`src/rtl/avl_timer_slave.sv`:
```
// avl_timer_slave: Avalon-MM wait-stated slave with a prescaled 32-bit down-counting interval timer and level irq
module avl_timer_slave #(
  parameter int WAIT_CYCLES = 1,
  parameter int PRESCALE = 1
) (
  input  logic        clk,
  input  logic        rst,
  input  logic [31:0] avl_address,
  input  logic        avl_read,
  input  logic        avl_write,
  input  logic [31:0] avl_writedata,
  input  logic [3:0]  avl_byteenable,
  output logic [31:0] avl_readdata,
  output logic        avl_waitrequest,
  output logic        avl_irq
);
  typedef enum logic [1:0] {IDLE, WAIT, ACK} state_t;
  localparam logic [3:0] WAIT_INIT = 4'(WAIT_CYCLES - 1);
  localparam logic [15:0] PRE_MAX = 16'(PRESCALE - 1);
  state_t state, state_n;
  logic [3:0] wcnt, wcnt_n;
  logic [1:0] addr_q;
  logic wr_q, req, enter_ack, commit, ctrl_wr, status_wr, load_wr, count_wr, tick, expire;
  logic [2:0] ctrl, ctrl_n;
  logic expired, expired_n;
  logic [31:0] load, load_n, count, count_n, rd_mux;
  logic [15:0] pre, pre_n;
  logic unused_addr;
  function automatic logic [31:0] merge(input logic [31:0] old, input logic [31:0] d, input logic [3:0] be);
    merge = old;
    for (int i = 0; i < 4; i++)
      if (be[i]) merge[8*i +: 8] = d[8*i +: 8];
  endfunction
  assign unused_addr = ^{avl_address[31:4], avl_address[1:0]};
  assign req = avl_read | avl_write;
  assign avl_waitrequest = rst || state != ACK;
  // Transfer sequencing: the request cycle is the first wait cycle; dropping the request in WAIT aborts
  always_comb begin
    state_n = state;
    wcnt_n = wcnt;
    case (state)
      IDLE: if (req) begin
        wcnt_n = WAIT_INIT;
        state_n = (WAIT_INIT == 4'd0) ? ACK : WAIT;
      end
      WAIT: if (!req) state_n = IDLE;
        else begin
          wcnt_n = wcnt - 4'd1;
          state_n = (wcnt == 4'd1) ? ACK : WAIT;
        end
      default: state_n = IDLE;
    endcase
  end
  // Register decode, read mux and timer next-state; bus writes to COUNT and CTRL take priority over the timer
  always_comb begin
    enter_ack = state != ACK && state_n == ACK;
    commit = state == ACK && wr_q;
    ctrl_wr = commit && addr_q == 2'd0;
    status_wr = commit && addr_q == 2'd1;
    load_wr = commit && addr_q == 2'd2;
    count_wr = commit && addr_q == 2'd3;
    rd_mux = avl_address[3:2] == 2'd0 ? {29'd0, ctrl} :
             avl_address[3:2] == 2'd1 ? {31'd0, expired} :
             avl_address[3:2] == 2'd2 ? load : count;
    tick = ctrl[0] && pre == PRE_MAX;
    expire = tick && count == 32'd0;
    pre_n = (!ctrl[0] || ctrl_wr || tick) ? 16'd0 : pre + 16'd1;
    ctrl_n = (ctrl_wr && avl_byteenable[0]) ? avl_writedata[2:0] :
             (expire && !ctrl[2]) ? {ctrl[2:1], 1'b0} : ctrl;
    expired_n = expire || (expired && !(status_wr && avl_byteenable[0] && avl_writedata[0]));
    load_n = load_wr ? merge(load, avl_writedata, avl_byteenable) : load;
    count_n = count_wr ? merge(count, avl_writedata, avl_byteenable) :
              !tick ? count :
              count != 32'd0 ? count - 32'd1 :
              ctrl[2] ? load : count;
  end
  // Bus-side state: FSM, wait counter, and address/direction/readdata captured on ACK entry
  always_ff @(posedge clk) begin
    if (rst) begin
      state <= IDLE;
      wcnt <= 4'd0;
      addr_q <= 2'd0;
      wr_q <= 1'b0;
      avl_readdata <= 32'd0;
    end else begin
      state <= state_n;
      wcnt <= wcnt_n;
      if (enter_ack) begin
        addr_q <= avl_address[3:2];
        wr_q <= avl_write;
        avl_readdata <= avl_write ? 32'd0 : rd_mux;
      end
    end
  end
  // Timer registers; irq is registered from the next register state so it tracks STATUS/CTRL without lag
  always_ff @(posedge clk) begin
    if (rst) begin
      ctrl <= 3'd0;
      expired <= 1'b0;
      load <= 32'd0;
      count <= 32'd0;
      pre <= 16'd0;
      avl_irq <= 1'b0;
    end else begin
      ctrl <= ctrl_n;
      expired <= expired_n;
      load <= load_n;
      count <= count_n;
      pre <= pre_n;
      avl_irq <= expired_n && ctrl_n[1];
    end
  end
endmodule

```
`config.mk`:
```
export PLATFORM = sky130hd
export DESIGN_NAME = avl_timer_slave
export DESIGN_NICKNAME = d
export VERILOG_FILES = /design/src/rtl/avl_timer_slave.sv
export SDC_FILE = /design/constraint.sdc
export NUM_CORES = 1
export LEC_CHECK = 0
export ABC_CLOCK_PERIOD_IN_PS = 2800
export CORE_MARGIN = 4
export CORE_UTILIZATION = 45
export DETAILED_ROUTE_END_ITERATION = 8
export PLACE_DENSITY_LB_ADDON = 0.05
export SLEW_MARGIN = 20
export SYNTH_ARGS = -nofsm -noshare
export SYNTH_HDL_FRONTEND = slang
export SYNTH_SLANG_ARGS = --single-unit
```
`constraint.sdc`:
```
create_clock -name clk -period 2.8 [get_ports clk]
set_input_delay 0.56 -clock clk [delete_from_list [all_inputs] [get_ports clk]]
set_output_delay 0.56 -clock clk [all_outputs]
set_load 0.02 [all_outputs]
```
# Yosys cells after proc, flatten, opt, wreduce, memory -nomap -nowiden
# Cells that the tools add are included.
[totals]
regBits = 126
[classes]
addsub = 3
n_eq_ne = 16
mux = 21
n_bitwise = 1
reduce_logical = 41
[op_table]
columns = ["cell", "count"]
rows = [
  ["32-bit 2-to-1 mux", 8],
  ["32-bit zero test", 1],
  ["8-bit 2-to-1 mux", 4],
  ["32-bit nonzero test", 1],
  ["32-bit by 1-bit subtractor with 32-bit output, second input constant", 1],
  ["16-bit by 1-bit adder with 16-bit output, second input constant", 1],
  ["16-bit zero test", 1],
  ["3-bit AND reduction", 5],
  ["1-bit logical AND", 14],
  ["2-bit != test, second input constant", 7],
  ["2-bit == test, second input constant", 5],
  ["4-bit 2-to-1 mux", 2],
  ["4-bit case mux with 2 select lines", 1],
  ["2-bit AND reduction", 4],
  ["2-bit by 1-bit == test with 1-bit output, second input constant", 3],
  ["2-bit zero test", 3],
  ["2-bit 2-to-1 mux", 3],
  ["2-bit nonzero test", 3],
  ["4-bit by 1-bit == test with 1-bit output, second input constant", 1],
  ["1-bit logical OR", 4],
  ["2-bit case mux with 2 select lines", 1],
  ["4-bit by 1-bit subtractor with 4-bit output, second input constant", 1],
  ["1-bit zero test", 3],
  ["3-bit 2-to-1 mux", 1],
  ["other kinds (4)", 4],
]

# Logic depth before layout (Yosys ltp)
# Gate-level depths: netlist of the first run.
[depth]
ltp_word = 9
depth_mapped = 10
depth_no_buf = 8

# Worst setup path after synthesis of the first run
# No wires, ideal clock.
[synth_path]
path_kind = "reg-to-reg"
start = "register count[0]"
end = "register count[18]"
setup_ns = 0.086
arrival_ns = 2.050
required_time_ns = 2.714
setup_slack_ns = 0.665
path_stages_with_launch = 9
n_path_buf = 0
synth_period_minus_slack_ns = 2.135
path_cell_list = "dfxtp_1 > inv_1 > ha_1 > nor4b_1 > nand4b_1 > or3b_2 > nand3_1 > a21oi_1 > a211oi_1"
[synth_via]
elab_chain_cells = 4
[synth_lines]
columns = ["item", "line", "rtl"]
rows = [
  ["start: declaration", "26", "logic [31:0] load, load_n, count, count_n, rd_mux;"],
  ["start signal: assignment", "108", "count <= count_n;"],
  ["32-bit by 1-bit subtractor with 32-bit output or 32-bit nonzero test (tied branches)", "74", "count != 32'd0 ? count - 32'd1 :"],
  ["32-bit 2-to-1 mux", "74", ""],
  ["32-bit 2-to-1 mux", "73", "!tick ? count :"],
  ["32-bit 2-to-1 mux", "72", "count_n = count_wr ? merge(count, avl_writedata, avl_byteenable) :"],
]
# Parallel ways exist; a longest one is shown, timed or not. The select of a mux whose other input is x is not followed.
# A chain may end at the register's enable or synchronous reset.

# Final worst setup path of the first run
[layout_path]
start = "register count[13]"
end = "register count[27]"
# Same word-level chain as after synthesis.

==> results of run 1 <==
## power by group through the flow
stage / sequential [mW] / clock (mW) / combinational [mW]
final: 1.81 / 2.03 / 0.308
after global routing: 1.81 / 2.13 / 0.334
after CTS: 1.81 / 2.06 / 0.307
after detailed placement: 1.85 / 0 / 0.305
after global placement: 1.85 / 0 / 0.302
after floorplan: 1.85 / 0 / 0.165
## cell families (layout without fill, tap and decap cells)
family,count (synthesis),in the layout,synth area share (%)
flip-flops,126,126,39.3
multiplexers,33,33,5.90
XOR/XNOR,24,24,3.27
AND/OR/NAND/NOR,327,327,25.5
adder cells (fa/ha/maj),6,6,1.17
AO/OA/AOI/OAI,193,193,20.3
buffers and inverters,67,149,4.60
## critical path: cells and delay by family, from the launching register on
family,cells,cell delay (ns)
simple gates,3,1.13
flops,1,0.40
compound gates,3,0.93
## Yosys cell counts (all sizes together) (3+ instances only)
cell and n:
inv 13, o211ai 14, dfxtp 126, nand2 98, a211o 6, nor3b 6, o221ai 4, mux2 29
a211oi 10, nor2 90, mux2i 3, nor2b 5, a311oi 16, nand4 8, and3 3, or3 12
nor4 16, xnor2 13, a21oi 65, nor3 15, o21ai 18, ha 6, a22oi 31, and2 5
buf 13, o22ai 3, o31ai 3, a21o 4, nand3 54, xor2 11, clkbuf 40
## registers in the layout, summed over array words and instances, names as in the netlist, 2 cells and up
signal and count:
addr_q 2, avl_readdata 32, count 32, ctrl 3, load 32, pre 16
state 2, wcnt 4
## stage by stage
| step | std cells | setup TNS [ns] | area, um^2 |
|---|---|---|---|
| 4_1_cts | 1038 | 0 | 7940 |
| 6_report | 1038 | 0 | 7950 |
| 2_1_floorplan | 776 | 0 | 6420 |
| 3_3_place_gp | 1008 | 0 | 7410 |
| 3_5_place_dp | 1008 | 0 | 7410 |
| 5_1_grt | 1038 | -0.153 | 7950 |
## worst max path at each step
stage	endpoint	slack, ns	depth (start not counted)
2_1_floorplan	count[18]	0.66	8
3_3_place_gp	count[12]	0.33	8
3_5_place_dp	count[27]	0.29	6
4_1_cts	count[27]	0.26	6
5_1_grt	count[15]	-0.04	8
6_report	count[27]	0.24	6
## layout make-up
class | instances | share of cell area (%)
inverters | 14 | 0.661
clock inverters | 7 | 0.819
multi-input cells | 583 | 45.5
well taps | 180 | 2.83
flip-flops and latches | 126 | 31.7
repair buffers | 105 | 12.6
clock buffers | 23 | 5.89
## routing by layer
layer,up-vias,part of all wire (%)
li1,2961,-
met1,2907,46
met2,177,46
met3,38,6.2
met4,0,2.3
met5,-,0
## timing repair
action / in CTS / in global routing
endpoints found under the setup margin: 0 / 8
resized for setup: 0 / 1
endpoints found under the hold margin: 0 / 0
==> qor.yml, run 1 <==
cp.arrival_ns: 2.87
internal_power_mw: 3.18
detail_route.wl_per_cell_um: 17.6
finish.utilization_pct: 57.0
slew_viol_final: 0
place_congestion: 0.855
reg2reg_to: "count[27]"
die_y_um: 127
async_flop_share_pct: 0
yosys_warnings: 0
synth_top_cell_area_share_pct: 39.3
worstSetupPathType: "flop to flop"
cts_tree: "built"
synth_edf_count: 0
synth_ff_type: "dfxtp_1"
pwr-share-clk_pct: 48.9
remaining_drc_errors: 0
hold_buffers: 0
reg2reg_from: "count[13]"
powerDensity_nw_per_um2: 522
met2_usage_pct: 36.0
root_buffer: "clkbuf_16"
dp_slack_ns: 0.288
postSynthCellCount: 776
drt_iter0_drc: 455
cts-buffers-inserted: 17
synth_area_um2: 6420
yosysUniqueCellTypes: 74
hold_path.startpoint: "pre[0]"
reg2regPathDepth: 6
critPathMaxStageDelay_ns: 0.56
die_w_um: 127
total_power_mw: 4.14
drtAntennaViolNets: 0
synth_area_leaders: "dfxtp_1 (39%), nand2_1 (5.7%), nor2_1 (5.3%)"
layout_commonest_cell: "dfxtp_1"
required_ns: 3.11
routed_wl_mm: 18.2
routed_via_density: 5.86
grt_start_max_net_pins: 57
port_buffers: 75
synth_nets: 854
vias: 6083
cp-end-kind: "flop"
antenna_found_initial: 0
insertedDiodeCount: 0
syn2layout_area_growth_pct: 23.7
rsz0062_at_grt: "true"
fin_nets: 925
cts_setup_buffers: 0
yosysSeqAreaShare_pct: 39.3
seq_area_um2: 2520
syn_area_per_cell_um2: 8.28
crit_chain: "nor4_4 > nand3_4 > nand4bb_1 > o21ai_0 > a21oi_1 > a32o_1"
hold_end: "pre[0]"
multi_input_area_um2: 3610
tightest_slew_ns: 0.679
fin_crit_ns: 2.56
grt_first_pass_wirelength_mm: 30.6
fillers: 1294
dr.pass1.iters: 5
cp_slowest_cell: "o21ai_0"
finalSetupViolCount: 0
core_area_um2: 13900
clock.fmax_ghz: 0.391
cap_violations: 0
relSlewSlack_pct: 54.7
clock_sinks: 126
die-area_um2: 16200
fin_ws_ns: 0.239
status: "finished, final reports clean"
cp-start-kind: "flop"
hold_viol: 0
grt_pass1_vias: 6039
p_comb_share_pct: 7.4
whs_path_depth: 1
reg2reg_slack_ns: 0.24
path_max_fanout: 8
ios: 106
ctsLongestPathBuffers: 2
top_usage_layer: "met2"
overflow: 0
start_util_pct: 46.1
timing.final.crit_share_pct: 91.5
finClkSkew_ns: 0.00579
htreeDepth: 4
dp_hpwl_mm: 12.5
whs_ns: 0.463
yosysTopAreaCell: "dfxtp_1"
worstHoldPathType: "flop to flop"
p_seq_share_pct: 43.7
ir_drop_v: 0.000400
ys_ff_latch: 126
drive_above_1_share_pct: 12.5
use_met3_pct: 5.98
crit_start: "count[13]"
rows: 43
gr-usage-all-layers_pct: 23.2
switching_share_pct: 23.2
netSwitchingPower_mw: 0.963
use_met1_pct: 31.2
clock_latency_ns: 0.42
final_cell_mix: "dfxtp_1 (126), nand2_1 (97), nor2_1 (90)"
p_leak_nw: 2.70
clk_pin_slew_ns: 0.05
(Power assumes the default switching activity.)
==> run 2, diff against run 1 <==
--- a/config.mk
+++ b/config.mk
@@ -5,6 +5,7 @@
 export SDC_FILE = /design/constraint.sdc
 export NUM_CORES = 1
 export LEC_CHECK = 0
+export ABC_AREA = 1
 export ABC_CLOCK_PERIOD_IN_PS = 2800
 export CORE_MARGIN = 4
 export CORE_UTILIZATION = 45
@@ -14,3 +15,4 @@
 export SYNTH_ARGS = -nofsm -noshare
 export SYNTH_HDL_FRONTEND = slang
 export SYNTH_SLANG_ARGS = --single-unit
+export TNS_END_PERCENT = 50
==> run 2 against run 1 <==
- via count grew 18%
- flip-flop and latch count unchanged
- critical path depth rose by 6
- hold slack worse by 0.0044 ns
- sequential share of layout area shrank 2.7 points
- highest routed layer unchanged
- area after synthesis rose by 11%
- non-clock buffer count shrank 13
- design area grew 9.5%
- sequential power about the same
- final cell count rose by 36%
- power increased by 14%
- core utilization decreased by 0.44 points
==> qor.yml, run 2 <==
tns_ns: 0  # unchanged
vias: 7190  # +18%
reg_top3: "avl_readdata: 32 flops, count: 32 flops, load: 32 flops"
dr.pass1.iters: 5  # unchanged
cp_slowest_cell: "dfxtp_1"
ctsLongestPathBuffers: 2  # unchanged
whs_path_depth: 1  # unchanged
clock_latency_ns: 0.43  # about the same
cp.arrival_ns: 2.56  # -0.31 ns
clk_pin_slew_ns: 0.06  # about the same
cap_violations: 0  # unchanged
final_cell_mix: "nand2_1 (245), nor2_1 (231), dfxtp_1 (126)"
routed_via_density: 5.11  # -13%
die-area_um2: 17900  # +10%
finClkSkew_ns: 0.0111  # +0.00529 ns
routed_wl_mm: 20.5  # +13%
remaining_drc_errors: 0  # unchanged
powerDensity_nw_per_um2: 542  # +4.0%
htreeDepth: 4  # unchanged
clock_sinks: 126  # unchanged
path_max_fanout: 18  # +10
place_inst: 1376  # +37%
grt_first_pass_wirelength_mm: 33.9  # +11%
crit_chain: "inv_1 > ha_1 > nand2_1 > nor2_1 > nand2_1 > nor2_4 > nand3_4 > inv_2 > nor2_1 > nor2_1 > nor2_1 > nor2_1"
ir_drop_v: 0.000453  # +13%
slew_viol_final: 0  # unchanged
rsz0062_at_grt: "false"
postSynthCellCount: 1114  # +44%
fin_cells: 1408  # +36%
reg2regPathDepth: 12  # +6
cp-start-kind: "flop"
port_buffers: 75  # unchanged
yosys_warnings: 0  # unchanged
syn2layout_area_growth_pct: 22.2
synth_ff_type: "dfxtp_1"
rows: 45  # +4.7%
cp-end-kind: "flop"
cpMostUsedCell: "nor2_1"
relSlewSlack_pct: 54.1  # -0.69 points
synth_area_um2: 7120  # +11%
cts_setup_buffers: 0  # unchanged
finalSetupViolCount: 0  # unchanged
hold_viol: 0  # unchanged
syn_area_per_cell_um2: 6.39  # -23%
fin_nets: 1262  # +36%
dp_hpwl_mm: 14.6  # +17%
yosysTopAreaCell: "dfxtp_1"
place_congestion: 0.903  # +5.7%
layout_commonest_cell: "nand2_1"
critPathMaxStageDelay_ns: 0.31  # -0.25 ns
clock.fmax_ghz: 0.455  # +16%
ctsResizeCount: 0  # unchanged
detail_route.wl_per_cell_um: 14.6  # -17%
antenna_found_initial: 0  # unchanged
required_ns: 3.16  # +0.05 ns
status: "finished, final reports clean"
core_area_um2: 15400  # +10%
overflow: 0  # unchanged
async_flop_share_pct: 0  # unchanged
fillers: 1561  # +21%
ios: 106  # unchanged
drive_above_1_share_pct: 8.19  # -4.3 points
fin_crit_ns: 2.20  # -0.361 ns
insertedDiodeCount: 0  # unchanged
yosysSeqAreaShare_pct: 35.4  # -3.8 points
timing.final.crit_share_pct: 78.6  # -13 points
yosysUniqueCellTypes: 38  # -49%
cts_tree: "built"
hold_buffers: 0  # unchanged
gr-usage-all-layers_pct: 23.3  # +0.097 points
yosysMostFrequentCell: "nand2_1"
grt_start_max_net_pins: 58  # +1.8%
worstSetupPathType: "flop to flop"
grt_pass1_vias: 6668  # +10%
synthTopCellsByCount: "nand2_1 (245), nor2_1 (231), dfxtp_1 (126), inv_1 (107), a21oi_1 (86)"
synth_top_cell_area_share_pct: 35.4  # -3.8 points
root_buffer: "clkbuf_16"
synth_area_leaders: "dfxtp_1 (35%), nand2_1 (13%), nor2_1 (12%)"
synth_edf_count: 0  # unchanged
p_leak_nw: 3.91  # +45%
cts-buffers-inserted: 17  # unchanged
die_y_um: 134  # +5.0%
ys_ff_latch: 126  # unchanged
synth_nets: 1192  # +40%
drt_iter0_drc: 613  # +35%
die_w_um: 134  # +5.0%
drtAntennaViolNets: 0  # unchanged
worstHoldPathType: "flop to flop"
start_util_pct: 46.3  # +0.23 points
tightest_slew_ns: 0.689  # +0.0104 ns
run 2: changes by cell type after synthesis, moves of 15 or more:
| cell | change |
|---|---|
| nand2_1 | +148 |
| nor2_1 | +141 |
| inv_1 | +94 |
| o21ai_0 | +44 |
| a22oi_1 | -31 |
| mux2_2 | -29 |
| a21oi_1 | +22 |
| a211oi_1 | +21 |
| nor2_2 | +17 |
| a311oi_1 | -16 |
| clkbuf_1 | -15 |
| nand3_1 | +15 |
run 2: final timing paths:
path	from	to	slack [ns]
setup / recovery	count[0]	count[19]	0.60
hold / removal	pre[0]	pre[0]	0.46
setup reg to reg	count[0]	count[19]	0.60
hold reg to reg	pre[0]	pre[0]	0.46
run 2: worst max-delay path: cells and delay by family, from the launching register on:
kind                       cells  cell delay (ns)
and+or+nand+nor                9             1.17
adders and majority gates      1             0.22
buffers and inverters          2             0.44
DFF                            1             0.31
run 2: cell families (layout without fill, tap and decap cells):
kind of cell | Yosys count | count (layout) | synth area share, %
AOI/OAI and AO/OA | 188 | 188 | 14.7
DFF | 126 | 126 | 35.4
xor gates and xnor gates | 12 | 12 | 1.48
adders and majority gates | 6 | 6 | 1.05
buffers and inverters | 161 | 244 | 9.19
and+or+nand+nor | 621 | 621 | 38.1
run 2: power by group:
part | leakage (nW) | internal [mW] | total [mW] | switching, mW
combinational | 2.58 | 0.162 | 0.431 | 0.269
clock | 0.316 | 1.62 | 2.45 | 0.831
sequential | 1.02 | 1.82 | 1.84 | 0.0183
total | 3.91 | 3.60 | 4.72 | 1.12
run 2: per-layer routing:
metal	up-vias	GRT usage [%]	routed length, um
met3	30	4.80	1140
li1	3744	-	-
met4	0	7.37	363
met5	-	0	0
met1	3225	32.1	9900
met2	191	36.9	9140
run 2: cell type report:
class	count	area, um^2	area share (%)
inverters	120	453	5.21
well taps	211	264	3.04
clock buffers	20	457	5.25
flip-flops and latches	126	2520	29.0
clock inverters	12	190	2.19
multi-input cells	827	3940	45.3
repair buffers	92	868	9.98
run 2: through the flow:
step | total power, mW | area, um^2 | setup slack, ns | util (%) | hold slack, ns
global placement | 2.30 | 8050 | 0.361 | 52.4 | 0.447
finish | 4.72 | 8700 | 0.600 | 56.6 | 0.459
CTS | 4.75 | 8700 | 0.597 | 56.6 | 0.466
floorplan | 2.14 | 7120 | 1.11 | - | 0.430
detailed placement | 2.30 | 8050 | 0.349 | 52.4 | 0.453
global route | 4.88 | 8700 | 0.426 | 56.6 | 0.494
==> run 3, diff against run 2 <==
--- a/config.mk
+++ b/config.mk
@@ -6,7 +6,7 @@
 export NUM_CORES = 1
 export LEC_CHECK = 0
 export ABC_AREA = 1
-export ABC_CLOCK_PERIOD_IN_PS = 2800
+export ABC_CLOCK_PERIOD_IN_PS = 1900
 export CORE_MARGIN = 4
 export CORE_UTILIZATION = 45
 export DETAILED_ROUTE_END_ITERATION = 8
==> constraint.sdc (replaced) <==
create_clock -name clk -period 1.9 [get_ports clk]
set_input_delay 0.38 -clock clk [delete_from_list [all_inputs] [get_ports clk]]
set_output_delay 0.38 -clock clk [all_outputs]
set_load 0.02 [all_outputs]
==> run 3 against run 2 <==
- critical endpoint is now count[2]
- count of clock-buffer cells in the layout rose by 3
- final cell count rose by 3.3%
- highest routed layer unchanged
- core utilization rose by 3.2 points
- setup slack got worse by 0.52 ns
- register-to-register slack got worse by 0.52 ns
==> qor.yml, run 3 (synthesis results as in run 2) <==
status: "finished, final reports clean"
antenna_found_initial: 0  # unchanged
ios: 106  # unchanged
total_power_mw: 6.72  # +42%
cp-end-kind: "flop"
root_buffer: "clkbuf_16"
fin_cells: 1454  # +3.3%
clk_pin_slew_ns: 0.06  # about the same
rows: 45  # unchanged
drtAntennaViolNets: 0  # unchanged
powerDensity_nw_per_um2: 731  # +35%
clock_latency_ns: 0.43  # about the same
hold_viol: 0  # unchanged
grt_start_max_net_pins: 58  # unchanged
finClkSkew_ns: 0.0113  # +0.000215 ns
layout_commonest_cell: "nand2_1"
gr-usage-all-layers_pct: 24.2  # +0.86 points
htreeDepth: 4  # unchanged
cap_violations: 0  # unchanged
final_cell_mix: "nand2_1 (238), nor2_1 (223), dfxtp_1 (126)"
die_y_um: 134  # unchanged
port_buffers: 75  # unchanged
fillers: 1539  # -1.4%
worstHoldPathType: "input port to flop"
remaining_drc_errors: 0  # unchanged
cts-buffers-inserted: 17  # unchanged
worstSetupPathType: "flop to flop"
use_met1_pct: 32.9  # +0.85 points
vias: 7420  # +3.2%
syn2layout_area_growth_pct: 29.2
ctsLongestPathBuffers: 2  # unchanged
slew_viol_final: 0  # unchanged
fin_nets: 1310  # +3.8%
core_area_um2: 15400  # unchanged
hold_buffers: 0  # unchanged
required_ns: 2.27  # -0.89 ns
place_inst: 1417  # +3.0%
clock.fmax_ghz: 0.550  # +21%
drt_iter0_drc: 569  # -7.2%
finish.utilization_pct: 59.8  # +3.2 points
detail_route.wl_per_cell_um: 14.7  # +0.93%
dr.pass1.iters: 5  # unchanged
drive_above_1_share_pct: 13.5  # +5.3 points
cp.arrival_ns: 2.19  # -0.37 ns
insertedDiodeCount: 0  # unchanged
overflow: 0  # unchanged
reg2reg_slack_ns: 0.08  # -0.52 ns
die_w_um: 134  # unchanged
path_max_fanout: 16  # -2
timing.final.crit_share_pct: 95.7  # +17 points
clock_sinks: 126  # unchanged
ir_drop_v: 0.000655  # +44%
dp_hpwl_mm: 15.1  # +2.9%
routed_via_density: 5.10  # about the same
dp_slack_ns: -0.192  # -0.542 ns
start_util_pct: 46.3  # unchanged
rsz0062_at_grt: "true"
top_usage_layer: "met2"
die-area_um2: 17900  # unchanged
met2_usage_pct: 39.1  # +2.2 points
grt_pass1_vias: 7105  # +6.6%
finalSetupViolCount: 0  # unchanged
grt_first_pass_wirelength_mm: 35.3  # +4.3%
fin_ws_ns: 0.0813  # -0.519 ns
reg_top3: "avl_readdata: 32 flops, count: 32 flops, load: 32 flops"
cts_tree: "built"
routed_wl_mm: 21.4  # +4.2%
place_congestion: 0.938  # +3.9%
fin_crit_ns: 1.82  # -0.381 ns
p_leak_nw: 4.16  # +6.3%
cp-start-kind: "flop"
tightest_slew_ns: 0.670  # -0.0194 ns
relSlewSlack_pct: 55.3  # +1.3 points
use_met3_pct: 4.69  # -0.11 points
run 3: cell types whose count changed in the layout (fill, tap and decap cells not counted), sizes merged:
| cell | before | now |
|---|---|---|
| buf | 19 | 64 |
| clkbuf | 20 | 23 |
| nand3 | 73 | 76 |
| bufinv | 5 | 3 |
| clkinv | 8 | 6 |
| clkdlybuf4s50 | 73 | 72 |
| clkinvlp | 2 | 1 |
| dlygate4sd2 | 0 | 1 |
run 3: worst paths after layout:
| kind | startpoint | endpoint | depth (start not counted) |
|---|---|---|---|
| setup reg to reg | count[27] | count[2] | 13 |
| hold reg to reg | load[13] | load[13] | 2 |
| setup / recovery | count[27] | count[2] | 13 |
| hold / removal | rst | count[2] | 5 |
run 3: repair_timing:
action / 4_1_cts / 5_1_grt
setup buffers: 0 / 4
cloned: 0 / 3
gates resized for setup: 4 / 46
setup endpoints to repair: 8 / 68
pin swaps: 0 / 7
run 3: worst max-delay path: stages (launching register included):
cell	delay, ns
dfxtp_1	0.35
nor2_1	0.20
nand2_2	0.12
nor2_1	0.17
nand2_2	0.11
nor2_8	0.21
nand2_8	0.12
nand2_4	0.08
inv_4	0.05
nand2_8	0.11
inv_2	0.04
nand2_1	0.05
nand2_1	0.05
nor2_1	0.08
run 3: final cells by class:
type,count,area [um^2],area share (%)
Multi-Input combinational cell,830,4110,44.7
Sequential cell,126,2520,27.4
Timing Repair Buffer,137,1250,13.6
Clock buffer,23,468,5.09
Inverter,120,463,5.03
Tap cell,211,264,2.87
Clock inverter,7,113,1.22
run 3: power by group:
| group | total [mW] | internal, mW | switching (mW) |
|---|---|---|---|
| clock | 3.31 | 2.11 | 1.20 |
| sequential | 2.71 | 2.68 | 0.0270 |
| combinational | 0.705 | 0.278 | 0.427 |
| total | 6.72 | 5.07 | 1.65 |
run 3: metal layers:
layer / routed length, um / vias to the layer above
met5: 0 / -
met3: 1060 / 22
met4: 315 / 0
met2: 9600 / 196
met1: 10400 / 3369
li1: - / 3833
run 3: per-stage QoR:
stage	setup TNS, ns	area, um^2	hold WS [ns]
5_1_grt	-0.200	9200	0.498
3_3_place_gp	-1.50	8400	0.456
4_1_cts	0	8980	0.464
2_1_floorplan	0	7120	0.430
3_5_place_dp	-2.23	8400	0.472
6_report	0	9200	0.473
